$ cat config.mk
export PLATFORM = sky130hd
export DESIGN_NAME = sprite_frame_scheduler
export DESIGN_NICKNAME = d
export VERILOG_FILES = /design/src/rtl/sprite_frame_scheduler.sv
export SDC_FILE = /design/constraint.sdc
export NUM_CORES = 1
export LEC_CHECK = 0
export ABC_AREA = 1
export BUFFER_PORTS_ARGS = -buffer_cell sky130_fd_sc_hd__buf_2
export CORE_MARGIN = 1.5
export CORE_UTILIZATION = 57
export DETAILED_ROUTE_END_ITERATION = 8
export GPL_TIMING_DRIVEN = 1
export PLACE_DENSITY = 0.81
export SLEW_MARGIN = 10
export SYNTH_ARGS = -nofsm -noshare
export SYNTH_HDL_FRONTEND = slang
export SYNTH_SLANG_ARGS = --single-unit
$ cat constraint.sdc
create_clock -name clock_162 -period 3.59 [get_ports clock_162]
set_clock_uncertainty 0.05 [all_clocks]
set_input_delay 0.359 -clock clock_162 [delete_from_list [all_inputs] [get_ports clock_162]]
set_output_delay 0.359 -clock clock_162 [all_outputs]
set_load 0.05 [all_outputs]
$ cat src/rtl/sprite_frame_scheduler.sv
// sprite_frame_scheduler
//
// Purpose:
//   Sequences sprite-position updates from the physics engine into the
//   VGA_driver's sprite_row/sprite_col inputs. Position writes land in a
//   shadow bank. The shadow bank is copied into the active bank only at
//   frame end, so a sprite never tears in the middle of a scan. A one-cycle
//   frame_tick paces the physics engine. Everything runs in the clock_162
//   domain.
//
// Parameters:
//   SPRITES  number of sprites; sets the sprite_row/sprite_col array sizes
//   IDX_W    width of upd_idx, at least clog2(SPRITES) and at least 1
//
// Ports:
//   clock_162      in   pixel clock
//   rst            in   synchronous, active-high reset
//   row, col       in   raster position from the VGA_driver timing counter
//   upd_valid      in   a position write is offered
//   upd_ready      out  scheduler accepts position writes (ACCEPT state)
//   upd_idx        in   sprite index of the write
//   upd_row        in   new sprite centre row
//   upd_col        in   new sprite centre column
//   upd_commit     in   pulse: shadow bank complete, commit at next frame end
//   sprite_row     out  active rows, packed SPRITES x 11
//   sprite_col     out  active columns, packed SPRITES x 12
//   frame_tick     out  one-cycle pulse on the cycle after every frame end
//   committed      out  one-cycle pulse when the active bank was updated
//   missed_frames  out  saturating count of frame ends with no commit pending
//
// Configuration:
//   SPRITE_POS_CLAMP_EN  when defined, writes are clamped to the visible
//                        area (row <= 1199, col <= 1599) before they enter
//                        the shadow bank. When undefined, writes are stored
//                        verbatim.

module sprite_frame_scheduler #(
    parameter int SPRITES = 2,
    parameter int IDX_W   = 1
) (
    input  logic                      clock_162,
    input  logic                      rst,
    input  logic [10:0]               row,
    input  logic [11:0]               col,
    input  logic                      upd_valid,
    output logic                      upd_ready,
    input  logic [IDX_W-1:0]          upd_idx,
    input  logic [10:0]               upd_row,
    input  logic [11:0]               upd_col,
    input  logic                      upd_commit,
    output logic [SPRITES-1:0][10:0]  sprite_row,
    output logic [SPRITES-1:0][11:0]  sprite_col,
    output logic                      frame_tick,
    output logic                      committed,
    output logic [7:0]                missed_frames
);

    typedef enum logic {
        ACCEPT,
        PENDING
    } state_t;

    state_t      r_state;
    logic [10:0] r_shadowRow [SPRITES];
    logic [11:0] r_shadowCol [SPRITES];

    logic        w_frameEnd;
    logic        w_write;
    logic [10:0] w_rowIn;
    logic [11:0] w_colIn;

    // The frame end is the last pixel of the last line; the cycle after it
    // is row 0, col 0, which is blanking, so the new bank appears there.
    assign w_frameEnd = (row == 11'd1249) && (col == 12'd2159);

    // Out-of-range indices still complete the handshake; they are simply
    // never written into the shadow bank.
    assign w_write = upd_valid && upd_ready && (32'(upd_idx) < SPRITES);

`ifdef SPRITE_POS_CLAMP_EN
    // Keep stored positions inside the visible 1600x1200 area.
    assign w_rowIn = (upd_row > 11'd1199) ? 11'd1199 : upd_row;
    assign w_colIn = (upd_col > 12'd1599) ? 12'd1599 : upd_col;
`else
    // Stored verbatim; off-screen positions are left for the driver.
    assign w_rowIn = upd_row;
    assign w_colIn = upd_col;
`endif

    // Single state machine holding the shadow bank, active bank and all
    // registered outputs. In ACCEPT the shadow bank takes writes and a frame
    // end with nothing pending counts as a missed frame. A commit request
    // moves to PENDING, where writes are blocked until the next frame end
    // copies the whole shadow bank into the active bank. A commit that lands
    // on the frame end itself still waits for the following frame end.
    // The shadow bank is never cleared by a commit, so unwritten sprites keep
    // their last position.
    always_ff @(posedge clock_162) begin
        if (rst) begin
            r_state       <= ACCEPT;
            upd_ready     <= 1'b1;
            frame_tick    <= 1'b0;
            committed     <= 1'b0;
            missed_frames <= 8'd0;
            sprite_row    <= '0;
            sprite_col    <= '0;
            for (int i = 0; i < SPRITES; i++) begin
                r_shadowRow[i] <= 11'd0;
                r_shadowCol[i] <= 12'd0;
            end
        end else begin
            frame_tick <= w_frameEnd;
            committed  <= 1'b0;
            case (r_state)
                ACCEPT: begin
                    if (w_write) begin
                        r_shadowRow[upd_idx] <= w_rowIn;
                        r_shadowCol[upd_idx] <= w_colIn;
                    end
                    if (w_frameEnd && (missed_frames != 8'hFF)) begin
                        missed_frames <= missed_frames + 8'd1;
                    end
                    if (upd_commit) begin
                        r_state   <= PENDING;
                        upd_ready <= 1'b0;
                    end
                end
                PENDING: begin
                    if (w_frameEnd) begin
                        for (int i = 0; i < SPRITES; i++) begin
                            sprite_row[i] <= r_shadowRow[i];
                            sprite_col[i] <= r_shadowCol[i];
                        end
                        committed <= 1'b1;
                        r_state   <= ACCEPT;
                        upd_ready <= 1'b1;
                    end
                end
                default: begin
                    r_state   <= ACCEPT;
                    upd_ready <= 1'b1;
                end
            endcase
        end
    end

endmodule

=== After elaboration in Yosys (flattened, before gate mapping) ===
Memories as Yosys holds them, arrays and structs flattened. A register that Yosys moved wholly into a read port is not among the register bits.
Cells that the tools add are included.
W data, S select, Z words.

* Memory bits (writable): 46
* Word-level logic and storage cells: 42
* Bits in latches: 0
* Output and inout bits: 57
* Bits in read-only memories: 0
* Flip-flop bits (word level): 12
* Memories: 2
* Bits of input ports: 51

* Mux-type cells: 19
* Reduce and logical (&&, ||, !) cells: 9
* Div/mod/pow operators: 0
* Shift operators: 0
* $add $sub $neg: 1
* Equal/unequal tests: 5
* $lt $le $gt $ge: 0
* Multipliers: 0
* Bitwise gates (word level): 1

{| class="wikitable"
|+ Memory list
! name !! words !! bits a word !! rd ports !! clocked after Yosys merged registers in !! write ports !! RTL line !! text
|-
| r_shadowCol || 2 || 12 || 2 || 2 || 2 || 65 || <nowiki>logic [11:0] r_shadowCol [SPRITES];</nowiki>
|-
| r_shadowRow || 2 || 11 || 2 || 2 || 2 || 64 || <nowiki>logic [10:0] r_shadowRow [SPRITES];</nowiki>
|}

{| class="wikitable"
|+ Operators by type and width
! operator !! number
|-
| $mux W1 || 15
|-
| $eq A12 B12 Y1 const B || 1
|-
| $mux W12 || 1
|-
| $reduce_or A12 Y1 || 1
|-
| $eq A11 B11 Y1 const B || 1
|-
| $mux W11 || 1
|-
| $reduce_or A11 Y1 || 1
|-
| $add A8 B1 Y8 const B || 1
|-
| $ne A8 B8 Y1 const B || 1
|-
| $reduce_and A2 Y1 || 3
|-
| $pmux W1 S2 || 2
|-
| $logic_and A1 B1 Y1 || 3
|-
| $ne A2 B1 Y1 const B || 1
|-
| $ne A2 B2 Y1 const B || 1
|-
| $reduce_or A2 Y1 || 1
|-
| $not A1 Y1 || 1
|}

=== Logic depth before layout (Yosys ltp) ===
* Word-level depth: 7
* Gate-level depth with buffers: 10

=== Worst setup path after synthesis ===
No wires, ideal clock.

* Path type: register to register
* Start point: register upd_ready
* End point: memory r_shadowCol[0][0] (enable)
* Path buffers: 1
* Library setup time: 0.380 ns
* Path slack: 1.366 ns
* Period minus slack after synthesis: 2.224 ns
* Data required time: 3.160 ns
* Arrival time: 1.794 ns
* Stages on the path, launching flop included: 6
* Cells stage by stage: dfxtp_1 -> nand2_1 -> nor3_1 -> nand2_1 -> clkbuf_1 -> nand2_1

{| class="wikitable"
|+ RTL lines
! item !! RTL line !! text
|-
| from (decl) || 46 || <nowiki>output logic upd_ready,</nowiki>
|-
| from (signal assigned) || 101 || <nowiki>upd_ready <= 1'b1;</nowiki>
|-
| from (signal assigned) || 125 || <nowiki>upd_ready <= 1'b0;</nowiki>
|-
| from (signal assigned) || 136 || <nowiki>upd_ready <= 1'b1;</nowiki>
|-
| to (decl) || 65 ||
|}

==> results.md <==
CTS:
- The tree is rooted in a clkbuf_8.
- The TritonCTS clock tree is yes.
- Once the clock tree was built, the resizer swapped 0 gates to a different size.
- After clock tree synthesis, the flow added hold-fix buffers numbering 0.
- Counting the buffers created by CTS gives 9.
- The buffer count from post-CTS setup fixing is 0.
- The clock latency on the worst-skew pair is 0.37 ns.
- The number of levels in the clock H-tree is 3.
- The clock edge transition at the registers on the reported setup and hold paths is 0.10 ns.
- In this run the deepest clock path goes through 2 buffers.
- The clock net in this run drives a total of 104 sinks.

Worst setup path:
- At the worst endpoint, the required time is between 3 and 4 ns.
- The sort of element at the start of the critical path is a flop.
- The worst setup path is of the reg -> reg kind.
- The critical path endpoint category is a flop.
- The arrival time of the worst setup path is 1.97 ns.
- For the worst flop-to-flop path, the logic depth is 5.
- The worst reg2reg path endpoint is r_shadowRow[0][7]$_SDFFCE_PN0P_.
- Across all register-to-register paths, the minimum setup slack is 1.56 ns.
- The launch point of the worst reg-to-reg path is upd_ready$_SDFFE_PP1P_.
- The worst-path maximum fanout is 24.

Route:
- The final routed wire length divided by cell count is 12.4 um.
- Once detail routing completed, the nets flagged for antenna violations numbered 0.
- The DRC violation count after routing is 0.
- The pre-antenna-repair detailed-routing pass consisted of 4 iterations.
- The routed via count is about 3800.
- The number of vias per cell after detailed routing is 4.99.
- The routed wire length is 9370 um.
- The first routing iteration left between 150 and 200 violations.

Status:
- The flow ran to the end, and the final reports show no timing, DRC or antenna violations.

Timing:
- The period utilization is 56.5%.
- The max-slew violation count is 0.
- Setup violations remaining at the end of the flow were counted as 0.
- In this run the tightest slew margin relative to its limit is 30.0%.
- The clock period could shrink to 2.03 ns.
- The final worst setup slack is 1.56 ns.
- The maximum achievable frequency is between 400 and 500 MHz.
- After routing, the total negative slack on setup checks comes to 0 ns.
- At the pin with the least slew margin, the transition time is 1.05 ns.
- Setup repair after global routing left no endpoint under its margin.
- The number of hold violations in the final report came to 0.

Hold path:
- The startpoint identified for the worst hold timing path is rst.
- In this run the worst hold path is classified as in -> reg.
- Counting instances, the worst hold path has a depth of 2.
- For hold timing, the worst endpoint is frame_tick$_SDFF_PP0_.

Logic synthesis:
- Summing the areas of all compound-gate instances in the mapped netlist gives 0.113% of the synthesized area.
- After synthesis the cells add up to 0.00445 mm2.
- The number of nets handed over by synthesis was approximately 600.
- The arithmetic-cell share of the synthesized area counting full adders, half adders and majority gates is 0.281%.
- In this run, distinct cell masters in the synthesized netlist total 21.
- The main combinational cell family by area after synthesis is simple AND/OR/NAND/NOR gates.
- The number of warning messages in the yosys log is 0.
- The sequential cell area fraction in the yosys report is 57.2%.
- By area the synthesized netlist is led by edfxtp_1 31%, dfxtp_1 26%, nor2_1 12%.
- Of the total synthesized cell area, the portion taken by XOR and XNOR cells is 0%.
- The number of instances in the synthesized netlist is 549.
- A synthesized cell averages just over 8 um2.
- The fraction of synthesized area in multiplexers is 0%.
- The share of synthesized area in the top cell type comes to 31.1%.
- The library cell with the largest summed area after synthesis is edfxtp_1.
- The fraction of the mapped netlist area in simple logic gates is between 30% and 40%.
- The synthesis-stage register bit count is 104.

Place:
- Summed over all nets, the half-perimeter wirelength after detailed placement is ~6600 um.
- At the end of routability-driven placement, the weighted congestion stood at 0.862.
- Timing analysis after detailed placement gives a worst setup slack of approximately 1.4 ns.
- The total of buffers placed on input and output ports is around 110.

Power:
- The design draws 0.00215 W.
- The power density over the cells is 412 mW/mm2.
- The leakage power total is 2.64 nW.
- The worst IR drop on VDD is 0.319 mV.

Final layout:
- The number of nets in the final layout is 699.
- In the final layout, the share of cells above drive strength 1 is 21.3%.
- The library cell used most frequently in the layout, excluding fill and tap cells, is nor2_1.
- The diode insertion count for antenna repair is 0.
- The top cell types in the final layout, fill and taps aside, are 144 x nor2_1, 109 x nand2_1, 107 x buf_2, 84 x inv_1, 58 x dfxtp_1.
- Compared with the post-synthesis result, the final layout area differs by 17.4%.
- Once layout is complete, the utilization of the core stands at between 60% and 70%.

Floorplan:
- The number of placement rows is 32.
- The height of the chip is 91.3 um.
- The starting utilization of the core area is 58.1%.
- The die covers 0.00834 mm2.
- Measured along the x axis, the die boundary spans slightly above 90 um.
- The area of the core is 0.00765 mm2.
- The I/O pin count is 108.

Global routing:
- The number of antenna violations at the first check in global routing is 0.
- Across every metal layer, demand over resource in global routing totals 23.2%.
- The largest net degree at the start of global routing is 47.
- The number of global-route vias before repair is 3378.
- The wire length of the first global-routing pass is between 15000 and 20000 um.
- The remaining global-route overflow is 0.

Job:
- The tool flagged a number of max-cap violations equal to 0.
through the flow:
step / hold WS, ns / instances / area [um2]
2_1_floorplan: 0.362 / 549 / 4450
3_3_place_gp: 0.368 / 738 / 5020
3_5_place_dp: 0.370 / 738 / 5020
4_1_cts: 0.220 / 754 / 5220
5_1_grt: 0.223 / 754 / 5220
6_report: 0.230 / 754 / 5220
kinds of logic after synthesis:
| logic type | after synthesis |
|---|---|
| flip-flops | 104 |
| AO/OA/AOI/OAI | 1 |
| adder cells (fa/ha/maj) | 1 |
| buffers and inverters | 114 |
| AND/OR/NAND/NOR | 329 |
cell type report:
cell class / count / area [um2]
inverter: 87 / 327
clock buffer: 10 / 138
tap: 102 / 128
multi-input combinational: 331 / 1430
sequential: 104 / 2540
fill: 631 / 2430
clock inverter: 6 / 65.1
timing repair buffer: 114 / 588
worst max-delay path: stages, from the launching register on:
cell     delay [ns]
dfxtp_1        0.36
nand2_1        0.07
nor3_1         0.19
nand2_1        0.08
buf_4          0.22
nand2_1        0.68
flip-flops by register name, summed over array words and instances, names as in the netlist:
name / cells
r_shadowCol: 24
sprite_col: 24
r_shadowRow: 22
sprite_row: 22
missed_frames: 8
committed: 1
frame_tick: 1
r_state: 1
upd_ready: 1
power breakdown:
group	internal [W]	switching (W)
Clock	0.000344	0.000400
Sequential	0.00127	0.00000909
Combinational	0.0000411	0.0000875
worst max-delay path by stage:
stage / start / to / slack, ns / cells after the start
finish: upd_ready$_SDFFE_PP1P_ / r_shadowRow[0][7]$_SDFFCE_PN0P_ / 1.56 / 5
global route: upd_ready$_SDFFE_PP1P_ / r_shadowRow[0][4]$_SDFFCE_PN0P_ / 1.35 / 5
global placement: col[10] / sprite_row[15]$_SDFFE_PP0P_ / 1.42 / 12
CTS: upd_ready$_SDFFE_PP1P_ / r_shadowRow[0][7]$_SDFFCE_PN0P_ / 1.54 / 5
detailed placement: col[10] / sprite_row[9]$_SDFFE_PP0P_ / 1.36 / 12
floorplan: upd_ready$_SDFFE_PP1P_ / r_shadowCol[0][0]$_SDFFCE_PN0P_ / 1.37 / 5
cells in the mapped netlist:
master / instances
nor2_1: 145
nand2_1: 109
inv_1: 85
dfxtp_1: 58
edfxtp_1: 46
nand4_1: 43
nand3_1: 22
clkbuf_1: 14
buf_6: 4
nor3_1: 4
buf_1: 3
buf_2: 3
buf_4: 3
inv_2: 2
nor2_2: 2
a21oi_1: 1
ha_1: 1
nand2_4: 1
nor2_4: 1
nor2b_2: 1
nor3_4: 1
per-layer routing:
layer  vias to the layer above  GRT usage [%]  wire (um)
met3                        12           3.69        500
met5                         -              0          0
met1                      1726           30.5       4050
met4                         0           8.20        136
met2                       115           38.9       4690
li1                       1907              -          -
No activity file was read; power rests on OpenSTA's default activity.
